$ cat src/rtl/ram_access_arbiter_pkg.sv
// Shared widths, types and the round-robin pick helper for the RAM access arbiter.
package ram_arb_pkg;

    localparam int RAM_NREQ   = 2;
    localparam int RAM_ADDR_W = 10;
    localparam int RAM_DATA_W = 8;

    typedef logic [RAM_ADDR_W-1:0] addr_t;
    typedef logic [RAM_DATA_W-1:0] data_t;
    typedef logic [RAM_NREQ-1:0]   req_vec_t;

    // Works on up to 8 requesters; only the low n bits of req are considered.
    function automatic logic [7:0] rr_pick(input logic [7:0] req,
                                           input logic [2:0] ptr,
                                           input int unsigned n);
        logic [7:0]  gnt;
        logic        found;
        int unsigned idx;
        gnt   = '0;
        found = 1'b0;
        for (int unsigned i = 0; i < 8; i++) begin
            if (i < n && !found) begin
                idx = (32'(ptr) + i) % n;
                if (req[idx[2:0]]) begin
                    gnt[idx[2:0]] = 1'b1;
                    found         = 1'b1;
                end
            end
        end
        return gnt;
    endfunction

endpackage

$ cat src/rtl/ram_access_arbiter_if.sv
// Client-side and RAM-side signal bundle of the RAM access arbiter.
interface ram_access_arbiter_if #(
    parameter int NREQ   = 2,
    parameter int ADDR_W = 10,
    parameter int DATA_W = 8
) ();
    logic [NREQ-1:0]        wr_req;
    logic [NREQ*ADDR_W-1:0] wr_addr;
    logic [NREQ*DATA_W-1:0] wr_data;
    logic [NREQ-1:0]        wr_gnt;
    logic [NREQ-1:0]        rd_req;
    logic [NREQ*ADDR_W-1:0] rd_addr;
    logic [NREQ-1:0]        rd_gnt;
    logic [NREQ-1:0]        rd_rsp_valid;
    logic [DATA_W-1:0]      rd_rsp_data;
    logic                   ram_ena;
    logic                   ram_wea;
    logic [ADDR_W-1:0]      ram_addra;
    logic [DATA_W-1:0]      ram_dina;
    logic                   ram_enb;
    logic [ADDR_W-1:0]      ram_addrb;
    logic [DATA_W-1:0]      ram_doutb;

    modport slave (
        input  wr_req, wr_addr, wr_data, rd_req, rd_addr, ram_doutb,
        output wr_gnt, rd_gnt, rd_rsp_valid, rd_rsp_data,
               ram_ena, ram_wea, ram_addra, ram_dina, ram_enb, ram_addrb
    );

    modport master (
        output wr_req, wr_addr, wr_data, rd_req, rd_addr, ram_doutb,
        input  wr_gnt, rd_gnt, rd_rsp_valid, rd_rsp_data,
               ram_ena, ram_wea, ram_addra, ram_dina, ram_enb, ram_addrb
    );
endinterface

$ cat src/rtl/ram_access_arbiter_rr_arbiter.sv
// Round-robin arbiter: cand_o is the unqualified winner, gnt_o is that winner gated by en_i.
module rr_arbiter
    import ram_arb_pkg::*;
#(
    parameter int NREQ = 2
) (
    input  logic            clk,
    input  logic            rst_n,
    input  logic [NREQ-1:0] req_i,
    input  logic            en_i,
    output logic [NREQ-1:0] cand_o,
    output logic [NREQ-1:0] gnt_o
);
    logic [2:0] ptr_q, ptr_d;
    logic [7:0] req_ext;
    logic [7:0] pick;

    always_comb begin
        req_ext             = '0;
        req_ext[NREQ-1:0]   = req_i;
    end

    assign pick   = rr_pick(req_ext, ptr_q, NREQ);
    assign cand_o = pick[NREQ-1:0];
    assign gnt_o  = en_i ? cand_o : '0;

    // Pointer moves past the winner only when the grant is actually issued.
    always_comb begin
        ptr_d = ptr_q;
        for (int k = 0; k < 8; k++) begin
            if (en_i && pick[k]) ptr_d = 3'((k + 1) % NREQ);
        end
    end

    always_ff @(posedge clk) begin
        if (!rst_n) ptr_q <= '0;
        else        ptr_q <= ptr_d;
    end
endmodule

$ cat src/rtl/ram_access_arbiter.sv
// Shares a simple dual-port RAM between NREQ clients: writes on port A, reads on port B.
// Optional RAM_ARB_RAW_BYPASS_EN: forward same-cycle write data to a colliding read instead of stalling it.
module ram_access_arbiter
    import ram_arb_pkg::*;
#(
    parameter int NREQ   = RAM_NREQ,
    parameter int ADDR_W = RAM_ADDR_W,
    parameter int DATA_W = RAM_DATA_W
) (
    input  logic                 clk,
    input  logic                 rst_n,
    ram_access_arbiter_if.slave  bus
);
    logic [NREQ-1:0]   wr_cand, wr_gnt;
    logic [NREQ-1:0]   rd_cand, rd_gnt;
    logic [ADDR_W-1:0] waddr, raddr;
    logic [DATA_W-1:0] wdata;
    logic              hazard;
    logic              rd_en;
    logic [NREQ-1:0]   rsp_valid_q, rsp_valid_d;

    rr_arbiter #(.NREQ(NREQ)) u_wr_arb (
        .clk    (clk),
        .rst_n  (rst_n),
        .req_i  (bus.wr_req),
        .en_i   (rst_n),
        .cand_o (wr_cand),
        .gnt_o  (wr_gnt)
    );

    rr_arbiter #(.NREQ(NREQ)) u_rd_arb (
        .clk    (clk),
        .rst_n  (rst_n),
        .req_i  (bus.rd_req),
        .en_i   (rd_en),
        .cand_o (rd_cand),
        .gnt_o  (rd_gnt)
    );

    always_comb begin
        waddr = '0;
        wdata = '0;
        raddr = '0;
        for (int k = 0; k < NREQ; k++) begin
            if (wr_gnt[k]) begin
                waddr = bus.wr_addr[k*ADDR_W +: ADDR_W];
                wdata = bus.wr_data[k*DATA_W +: DATA_W];
            end
            if (rd_cand[k]) raddr = bus.rd_addr[k*ADDR_W +: ADDR_W];
        end
    end

    // wr_gnt is already zero in reset, so wr_cand only matters through it.
    assign hazard = (|wr_gnt) && (|wr_cand) && (|rd_cand) && (waddr == raddr);

    assign bus.wr_gnt    = wr_gnt;
    assign bus.ram_ena   = |wr_gnt;
    assign bus.ram_wea   = |wr_gnt;
    assign bus.ram_addra = waddr;
    assign bus.ram_dina  = wdata;

    assign bus.rd_gnt    = rd_gnt;
    assign bus.ram_enb   = |rd_gnt;
    assign bus.ram_addrb = (|rd_gnt) ? raddr : '0;

    assign rsp_valid_d      = rd_gnt;
    assign bus.rd_rsp_valid = rsp_valid_q;

`ifdef RAM_ARB_RAW_BYPASS_EN
    logic              byp_valid_q;
    logic [DATA_W-1:0] byp_data_q;

    assign rd_en           = rst_n;
    assign bus.rd_rsp_data = byp_valid_q ? byp_data_q : bus.ram_doutb;

    always_ff @(posedge clk) begin
        if (!rst_n) begin
            byp_valid_q <= 1'b0;
            byp_data_q  <= '0;
        end else begin
            byp_valid_q <= hazard;
            byp_data_q  <= hazard ? wdata : '0;
        end
    end
`else
    // Stall the colliding read one cycle so the RAM returns the new data.
    assign rd_en           = rst_n && !hazard;
    assign bus.rd_rsp_data = bus.ram_doutb;
`endif

    always_ff @(posedge clk) begin
        if (!rst_n) rsp_valid_q <= '0;
        else        rsp_valid_q <= rsp_valid_d;
    end
endmodule

$ cat src/flat_wrapper.sv
// flat-port wrapper written by rule: the top's interface ports become plain ports
module ram_access_arbiter_flat import ram_arb_pkg::*;
#(
    parameter int NREQ   = RAM_NREQ,
    parameter int ADDR_W = RAM_ADDR_W,
    parameter int DATA_W = RAM_DATA_W
)
  (clk, rst_n, bus_wr_req, bus_wr_addr, bus_wr_data, bus_rd_req, bus_rd_addr, bus_ram_doutb, bus_wr_gnt, bus_rd_gnt, bus_rd_rsp_valid, bus_rd_rsp_data, bus_ram_ena, bus_ram_wea, bus_ram_addra, bus_ram_dina, bus_ram_enb, bus_ram_addrb);
  ram_access_arbiter_if #(.NREQ(NREQ), .ADDR_W(ADDR_W), .DATA_W(DATA_W)) bus_i ();
  input  logic clk;
  input  logic rst_n;
  input wire logic [$bits(bus_i.wr_req)-1:0] bus_wr_req;
  input wire logic [$bits(bus_i.wr_addr)-1:0] bus_wr_addr;
  input wire logic [$bits(bus_i.wr_data)-1:0] bus_wr_data;
  input wire logic [$bits(bus_i.rd_req)-1:0] bus_rd_req;
  input wire logic [$bits(bus_i.rd_addr)-1:0] bus_rd_addr;
  input wire logic [$bits(bus_i.ram_doutb)-1:0] bus_ram_doutb;
  output wire logic [$bits(bus_i.wr_gnt)-1:0] bus_wr_gnt;
  output wire logic [$bits(bus_i.rd_gnt)-1:0] bus_rd_gnt;
  output wire logic [$bits(bus_i.rd_rsp_valid)-1:0] bus_rd_rsp_valid;
  output wire logic [$bits(bus_i.rd_rsp_data)-1:0] bus_rd_rsp_data;
  output wire logic [$bits(bus_i.ram_ena)-1:0] bus_ram_ena;
  output wire logic [$bits(bus_i.ram_wea)-1:0] bus_ram_wea;
  output wire logic [$bits(bus_i.ram_addra)-1:0] bus_ram_addra;
  output wire logic [$bits(bus_i.ram_dina)-1:0] bus_ram_dina;
  output wire logic [$bits(bus_i.ram_enb)-1:0] bus_ram_enb;
  output wire logic [$bits(bus_i.ram_addrb)-1:0] bus_ram_addrb;
  assign bus_i.wr_req = bus_wr_req;
  assign bus_i.wr_addr = bus_wr_addr;
  assign bus_i.wr_data = bus_wr_data;
  assign bus_i.rd_req = bus_rd_req;
  assign bus_i.rd_addr = bus_rd_addr;
  assign bus_i.ram_doutb = bus_ram_doutb;
  assign bus_wr_gnt = bus_i.wr_gnt;
  assign bus_rd_gnt = bus_i.rd_gnt;
  assign bus_rd_rsp_valid = bus_i.rd_rsp_valid;
  assign bus_rd_rsp_data = bus_i.rd_rsp_data;
  assign bus_ram_ena = bus_i.ram_ena;
  assign bus_ram_wea = bus_i.ram_wea;
  assign bus_ram_addra = bus_i.ram_addra;
  assign bus_ram_dina = bus_i.ram_dina;
  assign bus_ram_enb = bus_i.ram_enb;
  assign bus_ram_addrb = bus_i.ram_addrb;
  ram_access_arbiter #(.NREQ(NREQ), .ADDR_W(ADDR_W), .DATA_W(DATA_W)) u_core (.clk(clk), .rst_n(rst_n), .bus(bus_i));
endmodule
$ cat config.mk
export PLATFORM = sky130hd
export DESIGN_NAME = ram_access_arbiter_flat
export DESIGN_NICKNAME = d
export VERILOG_FILES = /design/src/rtl/ram_access_arbiter_pkg.sv /design/src/rtl/ram_access_arbiter_if.sv /design/src/rtl/ram_access_arbiter_rr_arbiter.sv /design/src/rtl/ram_access_arbiter.sv /design/src/flat_wrapper.sv
export SDC_FILE = /design/constraint.sdc
export NUM_CORES = 1
export LEC_CHECK = 0
export CAP_MARGIN = 20
export CORE_MARGIN = 5
export CORE_UTILIZATION = 28
export DETAILED_ROUTE_END_ITERATION = 6
export HOLD_SLACK_MARGIN = 0.03
export MAX_ROUTING_LAYER = met4
export PLACE_DENSITY = 0.82
export SYNTH_ARGS = -nofsm -noshare
export SYNTH_HDL_FRONTEND = slang
export SYNTH_SLANG_ARGS = --single-unit
$ cat constraint.sdc
create_clock -name clk -period 4.3 [get_ports clk]
set_input_delay 0.43 -clock clk [delete_from_list [all_inputs] [get_ports clk]]
set_output_delay 0.43 -clock clk [all_outputs]
set_load 0.02 [all_outputs]
==> metrics <==
Hold Vio Cnt, Final=0; vias post-DR=1,347; CP Cell Sequence=clkdlybuf4s50_1 -> a21boi_2 -> a32oi_1 -> and3_1 -> nor4_1 -> nand4b_4 -> and4_1 -> clkdlybuf4s50_1; share of cells above drive strength 1=0.185; slowest CP cell=clkdlybuf4s50_1; first-pass GRT wire length=6130 um; fin. max-slew vios=0; Mapped Nets=197; vias in the first global route=1,343; largest net degree at the start of global routing=24; final setup violation count=0; CTS tree=done; antenna cells=0; Crit. End Element=output port; ANT nets after route=0; final worst slack=0.538 ns; total grt overflow=0; Worst Hold Class=flip-flop to flip-flop; Final min period=3.76 ns; htree depth=1; Fmax=266 MHz; Worst-Margin Slew=0.633 ns; register area share after synthesis=0.0779; Via density=5.20; P_leak=0.771 nW; fillers=346; Die Ht=70.6 um; Data required, critical path=3.87 ns; core area=3610 um^2; FF+latch count, synth=4; Worst Path Arrival=3.33 ns; Sinks on Clock Net=4; status=complete, no violations; Clock Path Buffers=2; Site Rows=22; WHS=0.558 ns; DP Cell Count=256; routability cong.=0.848; Post-CTS Setup Bufs=0; Total GRT Usage=0.152; Hold Buf Count CTS=0; max-cap violations=0; crit-path most repeated cell=clkdlybuf4s50_1; fin util=0.556; Pwr Total=0.379 mW; startpoint class of the critical path=primary input; Slew headroom=0.577; Max FO, Critical Path=12; fin cells=259; syn_area_per_cell=8.10 um^2; CTS buffer count=3; CTS root buf=clkbuf_8; DRT Pass-1 Iters=4; most frequent cells in the layout=clkdlybuf4s50_1, and3_1, nor2_2; CTS clk-pin slew, worst paths=0.03 ns; Most used DFF post-synth=dfxtp_1; unrepaired setup endpoints after global routing=no; starting density of the core=0.285; # DRC=0; asr flop ratio synth=0; DR WL/cell=15.1 um; Tcrit/Tclk final=0.875; Ports=115; Die Wd=70.6 um; Synthesis Warnings=0; Max rail drop VDD=0.127 mV; Post-DP Area=1960 um^2; Finished Cell Area=2010 um^2; initial antenna violation count=0; worst skew pair latency=0.22 ns; skew final=0.00394 ns; setup TNS=0 ns; crit path kind=primary input to output port; final WL=3900 um; synth unique cells=39; Post-synth EDFFs=0; dpl hpwl=3240 um; Syn Inst Count=127; Synth Cell Area=1030 um^2; DR iter-0 viols=32; post-place setup slack=0.532 ns; Layout area overhead=95.0%; # nets final=283; critical path's largest stage delay=0.53 ns; leading cell type in the layout, fill and taps excluded=clkdlybuf4s50_1; die area=4990 um^2; PD cells=189 nW/um^2; PostCTS Resize Cnt=0; port buffer count=98
==> cells by family (layout without fill, tap and decap cells) <==
family,Yosys count,after routing,synth area share
compound gates,42,42,0.376
xor+xnor,3,3,0.0256
buf+inv,22,106,0.135
flops,4,4,0.0779
mux,1,1,0.00973
simple gates,55,55,0.376
==> flip-flops by register name, summed over array words and instances (netlist names) <==
signal / count
u_core.bus.rd_rsp_valid: 2
u_core.u_rd_arb.ptr_q: 1
u_core.u_wr_arb.ptr_q: 1
==> layout make-up <==
| type | count | area (um^2) | area share |
|---|---|---|---|
| clock buffer | 3 | 41.3 | 0.0206 |
| inverter | 1 | 3.75 | 0.00187 |
| multi-input combinational | 101 | 810 | 0.404 |
| sequential | 4 | 80.1 | 0.0399 |
| tap | 48 | 60.1 | 0.0299 |
| timing repair buffer | 102 | 1010 | 0.504 |
==> metal layers <==
metal,up-vias,track usage,share of wire
met1,615,0.169,0.39
met4,0,0.0292,0.011
met5,-,-,0
met3,6,0.0526,0.092
met2,64,0.266,0.51
li1,662,-,-
==> report_power, final <==
group	internal [mW]	total [mW]	switching, mW
Clock	0.0598	0.0807	0.0209
Sequential	0.0413	0.0444	0.00310
Combinational	0.137	0.254	0.117
==> cells in the mapped netlist (4+ instances only) <==
cell       n  area, um^2
clkbuf_1   6        22.5
a32oi_2    4        65.1
a32oi_1    7        61.3
and2_1     7        43.8
nor2_2     9        56.3
a21oi_1    7        35.0
and3_1    10        62.6
dfxtp_1    4        80.1
buf_4     10        75.1
a22o_1     8        70.1
nor4_1     5        31.3
a32o_2     5        56.3
nand2_1    6        22.5
==> path summary, 6_finish.rpt <==
path,startpoint,endpoint,slack (ns),cells past startpoint
setup / recovery,bus_rd_req[0],bus_rd_gnt[1],0.54,8
hold / removal,u_core.u_wr_arb.ptr_q[0]$_SDFFE_PN0P_,u_core.u_wr_arb.ptr_q[0]$_SDFFE_PN0P_,0.56,1
setup reg to reg,u_core.u_rd_arb.ptr_q[0]$_SDFFE_PN0P_,u_core.bus.rd_rsp_valid[1]$_SDFF_PN0_,1.97,7
hold reg to reg,u_core.u_wr_arb.ptr_q[0]$_SDFFE_PN0P_,u_core.u_wr_arb.ptr_q[0]$_SDFFE_PN0P_,0.56,1
==> critical path, delay by kind of cell <==
kind	cells	cell delay, ns
and+or+nand+nor	4	1.11
buffers and inverters	2	1.05
AOI/OAI and AO/OA	2	0.73
Note: power is estimated with default switching activity, not from simulation.
